`src/rtl/mux_pkg.sv`:
```
// Shared definitions for the channel multiplexer/arbiter: mode encodings
// and the ceil-log2 helper used to size channel indices.
package mux_pkg;

    typedef enum logic {
        MODE_FIXED = 1'b0,
        MODE_RR    = 1'b1
    } mode_e;

    // Ceiling log2, minimum 1 so a select port is never zero-width.
    function automatic int clog2(input int n);
        int r;
        r = 0;
        while ((1 << r) < n) begin
            r = r + 1;
        end
        if (r < 1) begin
            r = 1;
        end
        return r;
    endfunction

endpackage

```
`src/rtl/rr_grant.sv`:
```
// Combinational round-robin grant: scans the request vector upward from
// ptr+1 (wrapping) and returns the first requester as one-hot and index.
module rr_grant
    import mux_pkg::*;
#(
    parameter int NCH  = 4,
    parameter int SELW = 2
) (
    input  logic [NCH-1:0]  req,
    input  logic [SELW-1:0] ptr,
    output logic [NCH-1:0]  grant,
    output logic [SELW-1:0] idx,
    output logic            any
);

    // First requester after ptr wins; NCH is a power of two so the
    // SELW-bit addition wraps modulo NCH on its own.
    always_comb begin
        logic [SELW-1:0] cand;
        grant = '0;
        idx   = '0;
        any   = 1'b0;
        cand  = '0;
        for (int unsigned off = 0; off < NCH; off++) begin
            cand = ptr + SELW'(off + 1);
            if (!any && req[cand]) begin
                any         = 1'b1;
                grant[cand] = 1'b1;
                idx         = cand;
            end
        end
    end

endmodule

```
`src/rtl/mux_arb_rr.sv`:
```
// N-channel to one multiplexer with fixed-select or round-robin arbitration
// and a single registered output stage with valid/ready handshake.
module mux_arb_rr
    import mux_pkg::*;
#(
    parameter int WIDTH = 3,
    parameter int NCH   = 4,
    localparam int SELW = clog2(NCH)
) (
    input  logic                   clk,
    input  logic                   rst_n,
    input  logic [NCH*WIDTH-1:0]   in_data,
    input  logic [NCH-1:0]         in_valid,
    output logic [NCH-1:0]         in_ready,
    input  logic                   mode,
    input  logic [SELW-1:0]        sel,
    output logic [WIDTH-1:0]       out_data,
    output logic [SELW-1:0]        out_ch,
    output logic                   out_valid,
    input  logic                   out_ready
);

    mode_e           mode_q;
    logic            can_load;
    logic            transfer;
    logic [SELW-1:0] ptr;
    logic [NCH-1:0]  rr_gnt;
    logic [SELW-1:0] rr_idx;
    logic            rr_any;
    logic [SELW-1:0] sel_idx;
    logic [WIDTH-1:0] sel_data;

    assign mode_q   = mode_e'(mode);
    assign can_load = !out_valid || out_ready;
    assign transfer = |(in_valid & in_ready);

    rr_grant #(
        .NCH  (NCH),
        .SELW (SELW)
    ) u_rr_grant (
        .req   (in_valid),
        .ptr   (ptr),
        .grant (rr_gnt),
        .idx   (rr_idx),
        .any   (rr_any)
    );

    // Per-channel accept: one bit at most, and none while held in reset.
    always_comb begin
        in_ready = '0;
        sel_idx  = sel;
        if (mode_q == MODE_RR) begin
            sel_idx = rr_idx;
            if (rst_n && can_load && rr_any) begin
                in_ready = rr_gnt;
            end
        end else begin
            for (int unsigned k = 0; k < NCH; k++) begin
                in_ready[k] = rst_n && can_load && (SELW'(k) == sel);
            end
        end
    end

    // Data of the channel being granted this cycle.
    always_comb begin
        sel_data = '0;
        for (int unsigned k = 0; k < NCH; k++) begin
            if (SELW'(k) == sel_idx) begin
                sel_data = in_data[k*WIDTH +: WIDTH];
            end
        end
    end

    // Output register and round-robin pointer; ptr starts at NCH-1 so
    // channel 0 is first in line after reset.
    always_ff @(posedge clk or negedge rst_n) begin
        if (!rst_n) begin
            out_valid <= 1'b0;
            out_data  <= '0;
            out_ch    <= '0;
            ptr       <= '1;
        end else if (transfer) begin
            out_valid <= 1'b1;
            out_data  <= sel_data;
            out_ch    <= sel_idx;
            if (mode_q == MODE_RR) begin
                ptr <= rr_idx;
            end
        end else if (out_ready) begin
            out_valid <= 1'b0;
        end
    end

endmodule

```
`config.mk`:
```
export PLATFORM = sky130hd
export DESIGN_NAME = mux_arb_rr
export DESIGN_NICKNAME = d
export VERILOG_FILES = /design/src/rtl/mux_pkg.sv /design/src/rtl/rr_grant.sv /design/src/rtl/mux_arb_rr.sv
export SDC_FILE = /design/constraint.sdc
export NUM_CORES = 1
export LEC_CHECK = 0
export CAP_MARGIN = 15
export CORE_ASPECT_RATIO = 0.7
export CORE_UTILIZATION = 30
export CTS_CLUSTER_DIAMETER = 150
export DETAILED_ROUTE_END_ITERATION = 12
export PLACE_DENSITY_LB_ADDON = 0.2
export SLEW_MARGIN = 20
export SYNTH_ARGS = -nofsm -noshare
export SYNTH_HDL_FRONTEND = slang
export SYNTH_SLANG_ARGS = --single-unit
export TNS_END_PERCENT = 1
```
`constraint.sdc`:
```
create_clock -name clk -period 4.46 [get_ports clk]
set_clock_uncertainty 0.1 [all_clocks]
set_input_delay 0.446 -clock clk [delete_from_list [all_inputs] [get_ports clk]]
set_output_delay 0.446 -clock clk [all_outputs]
set_load 0.005 [all_outputs]
```
* Word level (Yosys, flattened, before mapping)
Index checks and enable logic that the tools add are counted.
** Storage, ports and cells
- Register bits :: 8
- Output and inout port bits :: 10
- Input port bits :: 22
- Logic and storage cells :: 85
** Cells by class
- Order comparisons :: 8
- Multiplexer cells :: 37
- $add $sub $neg :: 3
- Bitwise logic cells :: 4
- Equality and inequality tests :: 6
- Reductions and logical operators :: 23
** Operators by type and width (count)
- $mux 4 :: 6
- $mux 1 :: 14
- $logic_and 1x1->1 :: 13
- $lt 2x3->1 const B :: 4
- $mux 3 :: 4
- $or 4x4->4 :: 3
- $mux 2 :: 5
- $bmux 1 s2 :: 4
- $demux 1 s2 :: 4
- $eq 2x2->1 const A :: 4
- $ge 2x1->1 const B :: 4
- $add 2x2->2 const B :: 2
- $and 4x4->4 :: 1
- $eq 1x2->1 const A :: 2
- $logic_not 1->1 :: 4
- $logic_not 2->1 :: 2
- $reduce_or 4->1 :: 1
- $add 2x1->2 const B :: 1
- $reduce_and 2->1 :: 1
- $reduce_bool 2->1 :: 1
- $logic_or 1x1->1 :: 1

* Logic depth before layout (Yosys ltp)
- Word-level depth :: 19
- Mapped depth :: 11

* Hierarchy
Synthesis repeated with hierarchy kept, for this count alone.
** Unflattened totals
- Cells, all modules :: 142
- Area, all modules :: 1248.7 sq um
** Modules (own cells, without submodules)
- rr_grant :: sequential area each 0.0 sq um, cells an instance 86, times used 1, area an instance 629.4 sq um
- mux_arb_rr :: sequential area each 202.7 sq um, cells an instance 56, times used 1, area an instance 619.3 sq um

* Least setup slack after synthesis
No wires, ideal clock.
- Kind :: register -> register
- Start point :: register ptr[0]
- End point :: register out_data[0]
- Library setup time :: 0.125 ns
- Path slack :: 1.187 ns
- Cell stages (with the launch flop) :: 11
- Required time :: 4.235 ns
- Data arrival time :: 3.049 ns
- Buffers on the path :: 2
- Cell sequence :: dfstp_2 clkbuf_2 inv_1 ha_1 clkbuf_1 mux2_2 nor2_1 nor4_2 a211oi_4 mux4_2 mux2_2
** On the way
- Cells in the longest elaborated chain, start to end :: 19
- Elaborated cells between the ends (all ways) :: 66
- Classes of those cells :: add/sub (3); order compare (8); eq/ne (3); mux (35); bitwise (4); reduce/logical (13)
** RTL lines
- start, declared :: line mux_arb_rr.sv:26 : logic [SELW-1:0] ptr;
- start signal, assigned :: line mux_arb_rr.sv:87 : ptr <= rr_idx;
- parallel branches: the longest is 19 deep, another holds $lt 2x3->1
- end signal, assigned :: line mux_arb_rr.sv:84 : out_data <= sel_data;
- end, declared :: line mux_arb_rr.sv:17 : output logic [WIDTH-1:0] out_data,
Several ways; the timed one is not identified. The select of a mux whose other input is x is not followed.
A chain may end at the register's enable or synchronous reset.

* Worst setup path after layout
- Start point :: register ptr[0]
- End point :: output in_ready[0]
** On the way
- Cells in the longest elaborated chain, start to end :: 16
- Elaborated cells between the ends (all ways) :: 51
- Classes of those cells :: add/sub (3); order compare (8); mux (26); bitwise (3); reduce/logical (11)
** RTL lines
- parallel branches: the longest is 14 deep, another holds $lt 2x3->1
- $mux 4 * :: line mux_arb_rr.sv:54 : if (rst_n && can_load && rr_any) begin
- $mux 4 * :: line mux_arb_rr.sv:52 : if (mode_q == MODE_RR) begin
- end, declared :: line mux_arb_rr.sv:14 : output logic [NCH-1:0] in_ready,
Every way passes the cells marked *. The select of a mux whose other input is x is not followed.

==> key figures <==
Run status
  • Status: complete, no violations

Timing
  • Fmax achieved: 0.244 GHz
  • Post-route minimum period: 4.09 ns
  • Period Utilization, post-route: 91.8%
  • RSZ-0062 raised after global routing: no
  • Final Max Slew Viols: 0
  • Slew @ Worst Pin: 0.569 ns
  • Sum Neg Setup Slack: 0 ns
  • Fin. Hold Viols: 0
  • Slew margin rel.: 61.9%
  • Final setup viols: 0

Routing
  • DRT iter0 DRCs: 64
  • Vias: 1161
  • Vias per cell: 5.45
  • DR pass1 iterations: 4
  • Number of remaining DRC errors: 0
  • Final wirelength: 3250 um
  • Per-cell routed wire length: 15.3 um
  • ANT nets after route: 0

Clock tree
  • Hold Buf Count CTS: 0
  • Clock sink count: 8
  • Clk buf depth: 2
  • CTS root buffer: clkbuf_8
  • Clock Latency Late Sink: 0.23 ns
  • CTS resizes: 0
  • Reg clk slew, reported paths: 0.04 ns
  • TritonCTS Buffers: 3
  • Setup repair bufs after CTS: 0
  • CTS tree: built
  • H-tree depth: 1

Setup path
  • Crit path launch type: flip-flop
  • Worst Setup Path Type: reg2out
  • FF-to-FF Start: ptr[0]$_DFFE_PN1P_
  • CP max stage delay: 0.76 ns
  • CP arrival: 3.55 ns
  • Worst path cell trace: inv_1, ha_1, or3b_1, a211oi_1, o21ai_1, a41oi_1, nor2_1, inv_1, clkdlybuf4s50_1
  • Family with the most delay on the worst path: buffers and inverters
  • Top cell by count, worst path: inv_1
  • Crit path launch: ptr[0]$_DFFE_PN1P_
  • Worst-path fanout max: 19
  • Critical Path RT: 3.91 ns
  • Slowest-stage cell, CP: dfstp_2
  • CP endpoint kind: primary output
  • WP buf/inv: 3

GRT
  • Initial antenna violation count: 0
  • Global route total overflow: 0
  • First-pass GRT wire length: 5650 um
  • Total global-route track usage: 16.6%
  • Vias in the first global route: 1088
  • Largest net degree at the start of global routing: 20

Cells and area
  • Share of layout cells above drive strength 1: 14.7%
  • Finished Cell Area: 1590 um2
  • Ant. Diodes: 0
  • Most common cell after layout, fill and taps aside: clkdlybuf4s50_1
  • # nets final: 195
  • P&R area growth vs syn: 31.1%
  • Commonest cells after routing, fill and taps aside: 31 x clkdlybuf4s50_1, 11 x inv_1, 8 x nand2_1, 8 x nor2_1, 8 x ha_1

Place
  • Placer Congestion: 0.821
  • Post-DP HPWL: 2590 um
  • DP Area: 1550 um2
  • IO Port Bufs: 31

Pwr
  • Pwr dens: 462 nW/um2
  • Leak: 0.631 nW
  • Maximum vdd drop: 0.165 mV

Logic synthesis
  • Top cells by area, synth: dfrtp_1 12%, mux4_2 9.3%, ha_1 8.2%
  • Ys flop type: dfrtp_1
  • YS warnings: 0
  • Synth Instances: 137
  • Top-area cell type share of the netlist area: 12.4%
  • Yosys reg bits: 8
  • Seq/Total Area, Yosys: 16.7%
  • Syn avg cell area: 8.86 um2
  • Synth cell types: 53
  • Leading area contributor after synthesis: dfrtp_1
  • Synth Net Count: 167
  • Post-synth EDFFs: 0
  • Synth Cell Area: 1210 um2
  • Ys async rst share: 100%

Die
  • CORE AREA: 3690 um2
  • Die W: 78.0 um
  • Initial cell density of the core: 32.9%
  • I/O Pins: 32
  • Die span in y: 55.2 um
  • Full die area: 4310 um2
  • Cell Rows: 18

Min path
  • Hold_sp: out_data[0]$_DFFE_PN0P_
  • Worst hold path type: reg2reg

Job
  • Max-Cap Viols: 0
==> per-stage QoR <==
step	hold slack, ns	instances	setup slack (ns)	utilization [%]	total power, mW
after CTS	0.412	213	0.349	43.1	0.740
final	0.408	213	0.367	43.1	0.736
after floorplan	0.0504	137	1.19	-	0.489
after global routing	0.439	213	0.0552	43.1	0.802
after global placement	0.393	210	0.626	42.0	0.644
after detailed placement	0.405	210	0.598	42.0	0.646
==> path summary, 6_finish.rpt <==
| kind | depth (start not counted) | endpoint | slack [ns] |
|---|---|---|---|
| max | 9 | in_ready[0] | 0.37 |
| min | 1 | out_data[0]$_DFFE_PN0P_ | 0.41 |
| max reg2reg | 9 | out_data[0]$_DFFE_PN0P_ | 0.75 |
| min reg2reg | 1 | out_data[0]$_DFFE_PN0P_ | 0.41 |
| max in group asynchronous | 1 | ptr[1]$_DFFE_PN1P_ | 3.44 |
| min in group asynchronous | 1 | out_ch[1]$_DFFE_PN0P_ | 0.46 |
==> final cells by class <==
type | count | area [um2]
fillers | 368 | 2100
inverters | 11 | 41.3
well taps | 50 | 62.6
flip-flops and latches | 8 | 203
clock buffers | 3 | 41.3
multi-input cells | 109 | 926
repair buffers | 32 | 318
==> report_power, final <==
group          switching (mW)  total [mW]  internal, mW
registers              0.0546       0.169         0.115
logic                   0.224       0.477         0.253
clock network          0.0312      0.0899        0.0587
total                   0.310       0.736         0.426
==> cells by family (layout without fill, tap and decap cells) <==
group	after synthesis	after routing	share of synthesized area, %
mux	17	17	19.8
compound gates	36	36	24.0
flops	8	8	16.7
simple gates	48	48	24.2
buf+inv	20	46	7.01
fa+ha+maj	8	8	8.25
==> per-layer routing <==
layer	wire, um	global-route usage [%]
met5	0	0
met4	13	2.38
met3	178	2.98
met2	1260	22.5
met1	1800	27.0
==> synthesized netlist by cell type, types with 3 or more instances <==
| master | instances |
|---|---|
| a21oi_1 | 4 |
| nor3b_1 | 3 |
| buf_2 | 6 |
| nand2_1 | 8 |
| nor2b_1 | 3 |
| nand4_1 | 3 |
| mux2_2 | 5 |
| nor3_1 | 3 |
| o21ai_1 | 4 |
| nor2_1 | 8 |
| and3_1 | 3 |
| ha_1 | 8 |
| inv_1 | 11 |
| mux2i_1 | 6 |
| dfrtp_1 | 6 |
| mux4_2 | 5 |
| o21ai_0 | 7 |
==> flip-flops by register name, summed over array words and instances (netlist names) <==
name       flops
ptr            2
out_data       3
out_valid      1
out_ch         2
Note: power is estimated with default switching activity, not from simulation.
